### src/rtl/athos_pkg.sv
// Shared Kyber datapath constants, FSM state type and the message-bit
// to coefficient mapping used by the message expansion logic.
package athos_pkg;

  localparam int KYBER_HALF_Q = 1665;  // (q + 1) / 2 with q = 3329
  localparam int MSG_WORDS    = 8;     // 32-bit words per 256-bit message
  localparam int COEFF_IDX_W  = 8;     // index width for 256 coefficients

  typedef enum logic {
    ST_IDLE = 1'b0,
    ST_RUN  = 1'b1
  } frommsg_state_e;

  // A set message bit maps to (q+1)/2, a clear bit to 0.
  // The negation builds an all-ones or all-zeros mask from the bit.
  function automatic logic [15:0] frommsg_coeff(input logic msg_bit);
    return (-{15'd0, msg_bit}) & 16'(KYBER_HALF_Q);
  endfunction

endpackage

### src/rtl/poly_msg_word_buf.sv
// Two-entry message word buffer. "cur" is the word whose bits are being
// expanded; "nxt" holds the following word so there is no bubble when the
// expander moves from one word to the next.
module poly_msg_word_buf #(
  parameter int WORD_W = 32
) (
  input  logic              clk,
  input  logic              rst_n,
  input  logic              clear,
  input  logic              push,
  input  logic              pop,
  input  logic [WORD_W-1:0] push_word,
  output logic [WORD_W-1:0] cur_word,
  output logic              cur_valid,
  output logic              nxt_valid
);

  logic [WORD_W-1:0] nxt_word;

  // Word storage: pushes fill cur first, pops promote nxt into cur.
  // A push coinciding with a pop while nxt is empty lands straight in cur.
  always_ff @(posedge clk or negedge rst_n) begin
    if (!rst_n) begin
      cur_word  <= '0;
      nxt_word  <= '0;
      cur_valid <= 1'b0;
      nxt_valid <= 1'b0;
    end else if (clear) begin
      cur_word  <= '0;
      nxt_word  <= '0;
      cur_valid <= 1'b0;
      nxt_valid <= 1'b0;
    end else begin
      case ({push, pop})
        2'b10: begin
          if (!cur_valid) begin
            cur_word  <= push_word;
            cur_valid <= 1'b1;
          end else begin
            nxt_word  <= push_word;
            nxt_valid <= 1'b1;
          end
        end
        2'b01: begin
          if (nxt_valid) begin
            cur_word  <= nxt_word;
            nxt_valid <= 1'b0;
          end else begin
            cur_valid <= 1'b0;
          end
        end
        2'b11: begin
          if (nxt_valid) begin
            cur_word <= nxt_word;
            nxt_word <= push_word;
          end else begin
            cur_word <= push_word;
          end
        end
        default: ;
      endcase
    end
  end

endmodule

### src/rtl/poly_frommsg_stream.sv
// Streaming message-to-polynomial expander. Message words arrive over a
// valid/ready input; one coefficient (0 or (q+1)/2) leaves per output
// handshake, in bit order: word 0 bit 0 is coefficient 0.
//
// Handshakes: a transfer happens on a rising clock edge where valid and
// ready are both high. Valid never depends on ready on the same side and,
// once raised, valid and data hold until the transfer. Both ready and
// valid outputs here decode registered state only.
module poly_frommsg_stream
  import athos_pkg::*;
#(
  parameter int WORD_W   = 32,
  parameter int COEFF_W  = 16,
  parameter int N_COEFFS = 256,
  parameter int HALF_Q   = KYBER_HALF_Q
) (
  input  logic                   clk_i,
  input  logic                   rst_ni,
  input  logic                   start_i,
  input  logic                   clear_i,
  input  logic                   msg_valid_i,
  output logic                   msg_ready_o,
  input  logic [WORD_W-1:0]      msg_word_i,
  output logic                   coeff_valid_o,
  input  logic                   coeff_ready_i,
  output logic [COEFF_W-1:0]     coeff_o,
  output logic [COEFF_IDX_W-1:0] coeff_idx_o,
  output logic                   last_o,
  output logic                   busy_o,
  output logic                   done_o
);

  localparam int BIT_W   = $clog2(WORD_W);
  localparam int WORD_CW = COEFF_IDX_W - BIT_W;
  localparam int N_WORDS = N_COEFFS / WORD_W;

  frommsg_state_e     state_q, state_d;
  logic [BIT_W-1:0]   bit_cnt_q;
  logic [WORD_CW-1:0] word_cnt_q;
  logic [3:0]         words_acc_q;
  logic               done_q;

  logic [WORD_W-1:0]  cur_word;
  logic               cur_valid;
  logic               nxt_valid;

  logic               run;
  logic               start_accept;
  logic               msg_hs;
  logic               coeff_hs;
  logic               wrap;

  assign run          = (state_q == ST_RUN);
  assign start_accept = !run && start_i && !clear_i;

  assign msg_ready_o  = run && !nxt_valid && (words_acc_q < 4'(N_WORDS));
  assign msg_hs       = msg_valid_i && msg_ready_o;

  assign coeff_valid_o = cur_valid;
  assign coeff_hs      = cur_valid && coeff_ready_i;
  assign wrap          = coeff_hs && (bit_cnt_q == '1);

  assign coeff_idx_o = {word_cnt_q, bit_cnt_q};
  assign coeff_o     = {COEFF_W{cur_word[bit_cnt_q]}} & COEFF_W'(HALF_Q);
  assign last_o      = cur_valid && (coeff_idx_o == '1);
  assign busy_o      = run;
  assign done_o      = done_q;

  poly_msg_word_buf #(
    .WORD_W(WORD_W)
  ) u_buf (
    .clk       (clk_i),
    .rst_n     (rst_ni),
    .clear     (clear_i || start_accept),
    .push      (msg_hs),
    .pop       (wrap),
    .push_word (msg_word_i),
    .cur_word  (cur_word),
    .cur_valid (cur_valid),
    .nxt_valid (nxt_valid)
  );

  // State register.
  always_ff @(posedge clk_i or negedge rst_ni) begin
    if (!rst_ni) begin
      state_q <= ST_IDLE;
    end else begin
      state_q <= state_d;
    end
  end

  // Next state: clear wins over everything, the last coefficient ends RUN.
  always_comb begin
    state_d = state_q;
    case (state_q)
      ST_IDLE: if (start_i && !clear_i) state_d = ST_RUN;
      ST_RUN: begin
        if (clear_i)                  state_d = ST_IDLE;
        else if (coeff_hs && last_o)  state_d = ST_IDLE;
      end
      default: state_d = ST_IDLE;
    endcase
  end

  // Bit/word/accepted-word counters and the registered done pulse.
  always_ff @(posedge clk_i or negedge rst_ni) begin
    if (!rst_ni) begin
      bit_cnt_q   <= '0;
      word_cnt_q  <= '0;
      words_acc_q <= '0;
      done_q      <= 1'b0;
    end else begin
      done_q <= run && !clear_i && coeff_hs && last_o;
      if (clear_i || start_accept) begin
        bit_cnt_q   <= '0;
        word_cnt_q  <= '0;
        words_acc_q <= '0;
      end else begin
        if (coeff_hs) begin
          bit_cnt_q <= bit_cnt_q + 1'b1;
          if (bit_cnt_q == '1) word_cnt_q <= word_cnt_q + 1'b1;
        end
        if (msg_hs) words_acc_q <= words_acc_q + 1'b1;
      end
    end
  end

endmodule

### config.mk
export PLATFORM = sky130hd
export DESIGN_NAME = poly_frommsg_stream
export DESIGN_NICKNAME = d
export VERILOG_FILES = /design/src/rtl/athos_pkg.sv /design/src/rtl/poly_msg_word_buf.sv /design/src/rtl/poly_frommsg_stream.sv
export SDC_FILE = /design/constraint.sdc
export NUM_CORES = 1
export LEC_CHECK = 0
export ABC_AREA = 1
export BUFFER_PORTS_ARGS = -buffer_cell sky130_fd_sc_hd__buf_2
export CAP_MARGIN = 25
export CELL_PAD_IN_SITES_DETAIL_PLACEMENT = 1
export CELL_PAD_IN_SITES_GLOBAL_PLACEMENT = 1
export CORE_AREA = 2 2 106 108
export DETAILED_ROUTE_END_ITERATION = 6
export DIE_AREA = 0 0 108 110
export HOLD_SLACK_MARGIN = 0.12
export PLACE_DENSITY = 0.78
export SYNTH_ARGS = -nofsm -noshare
export SYNTH_HDL_FRONTEND = slang
export SYNTH_SLANG_ARGS = --single-unit
export TNS_END_PERCENT = 50
### constraint.sdc
create_clock -name clk_i -period 2.8 [get_ports clk_i]
set_input_delay 0.56 -clock clk_i [delete_from_list [all_inputs] [get_ports clk_i]]
set_output_delay 0.56 -clock clk_i [all_outputs]
set_load 0.02 [all_outputs]
**Yosys cells after proc, flatten, opt, wreduce, memory -nomap -nowiden**

Cells that the tools add are included.

- Word-level logic and storage cells: 81
- Memories: 0
- Memory bits (writable): 0
- Input bits: 38
- Register bits: 80
- Bits in latches: 0
- ROM bits: 0
- Output and inout port bits: 29

- Magnitude comparators: 2
- Shift-type cells: 0
- Divide/modulo/power cells: 0
- Eq/ne operators: 10
- Bitwise logic cells: 1
- $mul: 0
- Add/subtract/negate cells: 3
- Reductions and logical operators: 28
- Mux-type cells: 28

Operators with widths:

| cell | number |
|---|---|
| 32-bit two-way mux | 7 |
| 32-bit case mux with 3 select lines | 1 |
| 32-bit case mux with 2 select lines | 1 |
| 1-bit logical AND | 13 |
| 5-bit two-way mux | 2 |
| 3-bit two-way mux | 3 |
| 3-bit by 1-bit != test with 1-bit output (second input constant) | 3 |
| 8-bit == test (second input constant) | 1 |
| 1-bit two-way mux | 8 |
| 4-bit two-way mux | 2 |
| 5-bit by 6-bit less-than comparator with 1-bit output (second input constant) | 1 |
| 3-bit by 2-bit != test with 1-bit output (second input constant) | 2 |
| 1-bit case mux with 2 select lines | 3 |
| 2-bit AND reduction | 3 |
| 3-bit AND reduction | 2 |
| 2-bit nonzero test | 3 |
| 3-bit nonzero test | 2 |
| 5-bit by 1-bit adder with 5-bit output (second input constant) | 1 |
| 1-bit binary-select mux with 5-bit select | 1 |
| 5-bit == test (second input constant) | 1 |
| 4-bit by 1-bit adder with 4-bit output (second input constant) | 1 |
| 2-bit == test (second input constant) | 2 |
| 4-bit less-than comparator (second input constant) | 1 |
| 4-bit nonzero test | 1 |
| other kinds (5) | 7 |

**Logic depth before layout (Yosys ltp)**

Gate-level depths: netlist of run 1.

- Depth in word-level cells: 7
- Mapped depth: 15

**By module**

Synthesis of run 1 repeated with hierarchy kept, for this count alone.

- Cell total of the unflattened synthesis: 623
- Area, all modules: 4524.3 µm²

By module, submodules not included:

| module | sequential area each (µm²) | cells an instance | area each (µm²) | times used |
|---|---|---|---|---|
| poly_msg_word_buf | 1651.6 | 448 | 3347.0 | 1 |
| poly_frommsg_stream | 350.3 | 175 | 1177.4 | 1 |

**Least setup slack after synthesis of run 1**

OpenSTA, ideal clock, no wires.

- Path type: register to register
- Start: reg state_q, in the netlist busy_o
- End: reg u_buf.cur_word[0]
- Cell stages (with the launch flop): 10
- Data required time: 2.734 ns
- Clock period less this slack: 2.564 ns
- Data arrival time: 2.499 ns
- Path slack: 0.236 ns
- Setup time: 0.066 ns
- Cells stage by stage: dfrtp_1 > inv_1 > nor3_1 > nand2_1 > ha_1 > inv_1 > o21ai_1 > buf_2 > nand3_1 > nand2_1

- Word-level cells in the longest chain between the ends: 6
- Elaborated cells between the ends (all ways): 16
- Those cells by class: 5 x eq/ne; 2 x mux; 9 x reduce/logical

RTL lines:

| element | line | RTL |
|---|---|---|
| start: declaration | poly_frommsg_stream.sv:37 | `frommsg_state_e state_q, state_d;` |
| start signal: assignment | poly_frommsg_stream.sv:88 | `state_q <= state_d;` |
| 1-bit logical AND (*) (2 in a row) | poly_frommsg_stream.sv:56 | `assign msg_ready_o = run && !nxt_valid && (words_acc_q < 4'(N_WORDS));` |
| named net msg_ready_o | poly_frommsg_stream.sv:22 | `output logic msg_ready_o,` |
| 1-bit logical AND (*) | poly_frommsg_stream.sv:57 | `assign msg_hs = msg_valid_i && msg_ready_o;` |
| 2-bit by 1-bit == test with 1-bit output or 2-bit == test (tied branches) | poly_msg_word_buf.sv:34 | `case ({push, pop})` |
| 3-bit by 1-bit != test with 1-bit output (no line), or another cell as far along | n/a |  |
| 3-bit AND reduction (no line) or 32-bit two-way mux (tied branches) | n/a |  |
| end signal: assignment | poly_msg_word_buf.sv:37 | `cur_word <= push_word;` |
| end signal: assignment | poly_msg_word_buf.sv:46 | `cur_word <= nxt_word;` |
| end signal: assignment | poly_msg_word_buf.sv:54 | `cur_word <= nxt_word;` |
| end: declaration | poly_msg_word_buf.sv:13 | `output logic [WORD_W-1:0] cur_word,` |

Mark *: on every way through the listed nets, which the timed path passes. The rest lies on a longest branch.
A chain may end at the register's enable or synchronous reset.

**Worst setup path after layout of run 1**

- Start: reg bit_cnt_q[0]
- End: out coeff_o[7]

- Word-level cells in the longest chain between the ends: 2

RTL lines:

| element | line | RTL |
|---|---|---|
| start: declaration | poly_frommsg_stream.sv:38 | `logic [BIT_W-1:0] bit_cnt_q;` |
| start signal: assignment | poly_frommsg_stream.sv:120 | `bit_cnt_q <= bit_cnt_q + 1'b1;` |
| 1-bit binary-select mux with 5-bit select | poly_frommsg_stream.sv:64 | `assign coeff_o = {COEFF_W{cur_word[bit_cnt_q]}} & COEFF_W'(HALF_Q);` |
| 1-bit two-way mux (not written as such) | poly_frommsg_stream.sv:64 |  |
| end: declaration | poly_frommsg_stream.sv:26 | `output logic [COEFF_W-1:0] coeff_o,` |

Every way passes these cells. The select of a mux whose other input is x is not followed.

==> impl_metrics.ini, run 1 <==
[timing]
min_period_ns = 2.64
setup_viol_count_final = 0
finalHoldViolCount = 0
worst_pin_slew_ns = 0.702
clock.fmax_ghz = 0.379
drv_slew = 0
finalClockSkew_ns = 0.00848
relSlewSlack_pct = 53.2
post-route-period-util_pct = 94.3
setup_tns_ns = 0
rsz0062_at_grt = no

[final_layout]
fill_cells = 1386
stdcell_count = 769
final_cell_mix = 144 x nand2_1, 102 x nand3_1, 80 x dfrtp_1
nNetsFinal = 671
drive_above_1_share_pct = 15.4
syn_to_final_growth_pct = 11.9
n_antenna_cell = 0
layout_commonest_cell = nand2_1

[drt]
wl_per_cell_um = 15.3
dr.pass1.iters = 4
drc_errors = 0
vias = 4014
finalWirelength_um = 11700
postRouteAntennaNets = 0
drtIter0Drc = 148
viasPerCell = 5.22

[critical_path]
r2r_setup_slack_ns = 0.25
crit_path_max_fanout = 9
end_kind = primary output
reg2reg_to = u_buf.nxt_word[27]
cp.required_ns = 2.24
r2r_start = bit_cnt_q[0]
reg2reg_depth = 13
path_class = reg -> out
start_kind = flop
cp.arrival_ns = 2.08

[grt]
overflow = 0
grt_pass1_wl_um = 19800
grt_usage_pct = 21.3
antenna_found_initial = 0
grt_pass1_vias = 4139
grt_max_degree = 81

[floorplan]
rows = 38
core_um2 = 10700
die_w_um = 108
die-height_um = 110
ioPinCount = 67
die_area_um2 = 11900
start_util_pct = 41.2

[synthesis]
synth_top_family_by_area = simple AND/OR/NAND/NOR gates
syn_inst = 578
synth_xor_area_share_pct = 0
syn-cell-area_um2 = 4400
muxShareOfSynthArea_pct = 0
synthTopCellsByArea = dfrtp_1 45%, nand2_1 12%, nand3_1 12%, o21ai_0 4.9%, inv_1 4.7%
synth_compound_area_share_pct = 11.0
avgSynthCellArea_um2 = 7.62
synthSimpleGateAreaFrac_pct = 28.3
yosysUniqueCellTypes = 31
yosys.area.top_type = dfrtp_1
synthAdderAreaFrac_pct = 2.56
ys_ff_latch = 80
synth_top_area_share_pct = 45.5
yosysSeqAreaShare_pct = 45.5
ys_warn_count = 0

[power]
peakVddDrop_uv = 187
leakagePower_nw = 2.58
power.density_nw_per_um2 = 487

[clock_network]
clock_path_buffers = 2
cts.sinks = 80
clock_latency_ns = 0.36
clkTransAtPathRegs_ns = 0.09
cts_made_buffers = 9
htreeDepth = 3
cts_root_buffer = clkbuf_8
post_cts_buffers = 0
cts_tree = done

[run_status]
status = completed

[placed_design]
port_buffers = 54
place_congestion = 0.835
dp.cells = 751
dp_hpwl_um = 7780

[run]
cap_violations = 0

[hold_path]
hold_path_depth = 2
hp-start = clear_i
hold_path.class = in -> reg
worst_hold_path.endpoint = done_o
-- report_power, final --
| group | switching, W | internal (W) | total, W | leakage [nW] |
|---|---|---|---|---|
| Clock | 0.000448 | 0.000411 | 0.000860 | 0.0856 |
| Sequential | 0.0000404 | 0.00122 | 0.00126 | 1.07 |
| Combinational | 0.000192 | 0.0000904 | 0.000282 | 1.42 |
| Total | 0.000681 | 0.00172 | 0.00240 | 2.58 |
-- per-stage QoR --
step	utilization [%]	power, W	worst slack (ns)	hold slack, ns	cell area [µm²]
CTS	45.7	0.00242	0.117	0.380	4890
global route	46.1	0.00252	0.00255	0.392	4930
floorplan	-	0.00146	0.236	0.264	4440
global placement	43.9	0.00154	0.439	0.459	4700
detailed placement	43.9	0.00156	0.275	0.475	4700
finish	46.1	0.00240	0.161	0.395	4930
-- metal layers --
metal	up-vias	part of all wire, %	global-route usage (%)
li1	1938	-	-
met1	1989	46	27.5
met2	71	50	36.5
met3	16	3.1	3.53
met4	0	1.4	6.87
met5	-	0	0
-- worst max-delay path: stages, from the launching register on --
cell	delay, ns
dfrtp_1	0.41
clkinv_1	0.28
buf_4	0.28
nand2_1	0.06
nand3_1	0.07
nand3_1	0.09
nand2_1	0.07
nand2_1	0.06
nand2_1	0.08
nand2_1	0.06
nand2_1	0.08
buf_2	0.16
-- cell usage after synthesis, drive strengths merged --
library cell    n
o21ai          47
o32ai           1
clkbuf          8
nor2           34
clkinv          2
and3            1
a22oi           1
a31oi           2
a211oi          2
a21boi          1
nor4            1
nand4           1
nand2         146
conb            1
ha              9
dfrtp          80
buf            41
nor3            6
o211ai          1
inv            58
a21oi          33
nand3         102
-- how the worst max path moves through the flow --
| stage | start | to | cells after the start |
|---|---|---|---|
| 2_1_floorplan | busy_o | u_buf.cur_word[0] | 9 |
| 3_5_place_dp | bit_cnt_q[0] | u_buf.nxt_word[27] | 13 |
| 4_1_cts | bit_cnt_q[1] | coeff_o[0] | 10 |
| 6_report | bit_cnt_q[0] | coeff_o[7] | 11 |
| 3_3_place_gp | bit_cnt_q[0] | u_buf.cur_word[10] | 12 |
| 5_1_grt | bit_cnt_q[0] | coeff_o[10] | 11 |
-- repair_timing --
action                                  CTS  global route
endpoints found under the setup margin    0             4
hold endpoints to repair                  0            14
hold buffers                              0             1
resized for setup                         0             1
-- cells by family (layout without fill, tap and decap cells) --
group | after synthesis | in the layout
compound gates | 88 | 88
simple gates | 291 | 291
buf+inv | 109 | 149
other cells | 1 | 12
fa+ha+maj | 9 | 9
flops | 80 | 80
-- state kept, by name (all words and copies together) (netlist names) --
| register | cells |
|---|---|
| u_buf.cur_word | 32 |
| u_buf.nxt_word | 32 |
| bit_cnt_q | 5 |
| words_acc_q | 4 |
| word_cnt_q | 3 |
| busy_o | 1 |
| done_o | 1 |
| u_buf.cur_valid | 1 |
| u_buf.nxt_valid | 1 |
-- cell type report --
cell class / count / area [µm²] / area share (%)
flip-flops and latches: 80 / 2000 / 40.6
multi-input cells: 400 / 1890 / 38.4
clock buffers: 11 / 131 / 2.67
repair buffers: 73 / 438 / 8.89
well taps: 140 / 175 / 3.56
clock inverters: 5 / 57.6 / 1.17
inverters: 60 / 229 / 4.65
(Power assumes the default switching activity.)
==> run 2, diff against run 1 <==
--- a/config.mk
+++ b/config.mk
@@ -10,9 +10,9 @@
 export CAP_MARGIN = 25
 export CELL_PAD_IN_SITES_DETAIL_PLACEMENT = 1
 export CELL_PAD_IN_SITES_GLOBAL_PLACEMENT = 1
-export CORE_AREA = 2 2 106 108
+export CORE_AREA = 3 3 107 109
 export DETAILED_ROUTE_END_ITERATION = 6
-export DIE_AREA = 0 0 108 110
+export DIE_AREA = 0 0 110 112
 export HOLD_SLACK_MARGIN = 0.12
 export PLACE_DENSITY = 0.78
 export SYNTH_ARGS = -nofsm -noshare
==> run 2 against run 1 <==
Combinational power barely moved. Worst hold slack got worse by 0.19 ns. Wire length fell by 1.5%. Non-clock buffer count rose by 1. Utilization rose by 0.20 points. Design area rose by 0.43%. Flip-flop and latch count did not move. Count of clock-buffer cells in the layout did not move. Critical endpoint is now coeff_o[0].
==> impl_metrics.ini, run 2 (same netlist as run 1, synthesis figures left out) <==
[clock_network]
cts_made_buffers = 9
post_cts_buffers = 0
clock_latency_ns = 0.37
cts_root_buffer = clkbuf_8
clkTransAtPathRegs_ns = 0.08
cts_tree = done
clock_path_buffers = 2
htreeDepth = 3
cts.sinks = 80

[critical_path]
slowest_stage = dfrtp_1
cp.required_ns = 2.24
end_kind = primary output
path_delay_family = simple AND/OR/NAND/NOR gates
r2r_start = bit_cnt_q[0]
crit_cells = 10
worstPathCellList = buf_4 -> clkinvlp_4 -> nand3_1 -> nand3_1 -> nand2_1 -> nand2_1 -> nand2_1 -> nand2_1 -> nand2_1 -> buf_2
start_kind = flop
cp-startpoint = bit_cnt_q[1]
critPathBufInv = 3
cp.arrival_ns = 2.02
reg2reg_depth = 12
cpMostUsedCell = nand2_1
path_class = reg -> out
crit_path_max_fanout = 11
critPathMaxStageDelay_ns = 0.36

[final_layout]
n_antenna_cell = 0
drive_above_1_share_pct = 15.7
syn_to_final_growth_pct = 12.4
layout_commonest_cell = nand2_1
final_cell_mix = 144 x nand2_1, 102 x nand3_1, 80 x dfrtp_1
nNetsFinal = 672
reg.largest.list = u_buf.cur_word x32, u_buf.nxt_word x32, bit_cnt_q x5

[placed_design]
port_buffers = 54
dp_hpwl_um = 7970
place_congestion = 0.873

[floorplan]
die_area_um2 = 12300
core_um2 = 10700
die-height_um = 112
ioPinCount = 67
die_w_um = 110
start_util_pct = 41.2
rows = 38

[timing]
whs_ns = 0.205
rsz0062_at_grt = no
clock.fmax_ghz = 0.388
finalClockSkew_ns = 0.00924
drv_slew = 0
min_period_ns = 2.58
setup_viol_count_final = 0
post-route-period-util_pct = 92.1
finalHoldViolCount = 0
setup_tns_ns = 0

[grt]
grt_pass1_wl_um = 19700
grt_pass1_vias = 4148
grt_max_degree = 81
grt_usage_pct = 19.9
overflow = 0
antenna_found_initial = 0

[power]
power.density_nw_per_um2 = 503
leakagePower_nw = 2.60
peakVddDrop_uv = 210

[run_status]
status = completed

[hold_path]
hold_path.class = in -> async

[drt]
postRouteAntennaNets = 0
vias = 3971
drc_errors = 0
finalWirelength_um = 11600
viasPerCell = 5.16
wl_per_cell_um = 15.0
dr.pass1.iters = 4
drtIter0Drc = 124

[run]
cap_violations = 0
-- run 2: final timing paths --
| path | end | slack (ns) |
|---|---|---|
| max | coeff_o[0] | 0.22 |
| min | u_buf.nxt_word[6] | 0.21 |
| max reg2reg | u_buf.cur_word[12] | 0.28 |
| min reg2reg | words_acc_q[2] | 0.49 |
| max in group asynchronous | u_buf.nxt_word[12] | 2.21 |
| min in group clk_i | done_o | 0.41 |
-- run 2: area by class of cell --
type	count	area, µm²
Sequential cell	80	2000
Multi-Input combinational cell	400	1890
Timing Repair Buffer	74	435
Fill cell	1399	5750
Clock inverter	5	81.3
Tap cell	140	175
Inverter	60	229
Clock buffer	11	131
-- run 2: per-stage QoR --
stage | cells | power (W) | utilization, % | area [µm²] | setup WS (ns)
after floorplan | 589 | 0.00146 | - | 4440 | 0.236
after global placement | 754 | 0.00155 | 44.2 | 4730 | 0.467
after detailed placement | 754 | 0.00156 | 44.2 | 4730 | 0.330
after CTS | 770 | 0.00252 | 46.2 | 4940 | 0.0865
after global routing | 770 | 0.00261 | 46.3 | 4950 | 0.0139
final | 770 | 0.00249 | 46.3 | 4950 | 0.221
-- run 2: what timing repair did --
| action | CTS | global route |
|---|---|---|
| gates resized for setup | 0 | 1 |
| hold buffers | 0 | 0 |
| endpoints found under the setup margin | 0 | 4 |
-- run 2: power breakdown --
part,internal [W],switching (W),leakage [nW]
Sequential,0.00122,0.0000381,1.07
Clock,0.000503,0.000449,0.104
Combinational,0.0000898,0.000191,1.42
Total,0.00181,0.000678,2.60
-- run 2: per-layer routing --
metal / vias to the layer above / global-route usage [%] / wire (µm)
li1: 1936 / - / -
met1: 1969 / 26.5 / 5450
met2: 53 / 33.3 / 5620
met3: 13 / 2.61 / 311
met4: 0 / 6.82 / 182
met5: - / 0 / 0
-- run 2: worst reg2reg max path, cell delays in order, from the launching register on --
cell     delay, ns
dfrtp_1       0.41
ha_1          0.24
nand3_1       0.10
inv_1         0.05
ha_1          0.18
nand2_2       0.14
inv_2         0.09
ha_1          0.36
inv_1         0.07
o21ai_2       0.22
buf_4         0.36
nand3_1       0.15
nand2_1       0.09
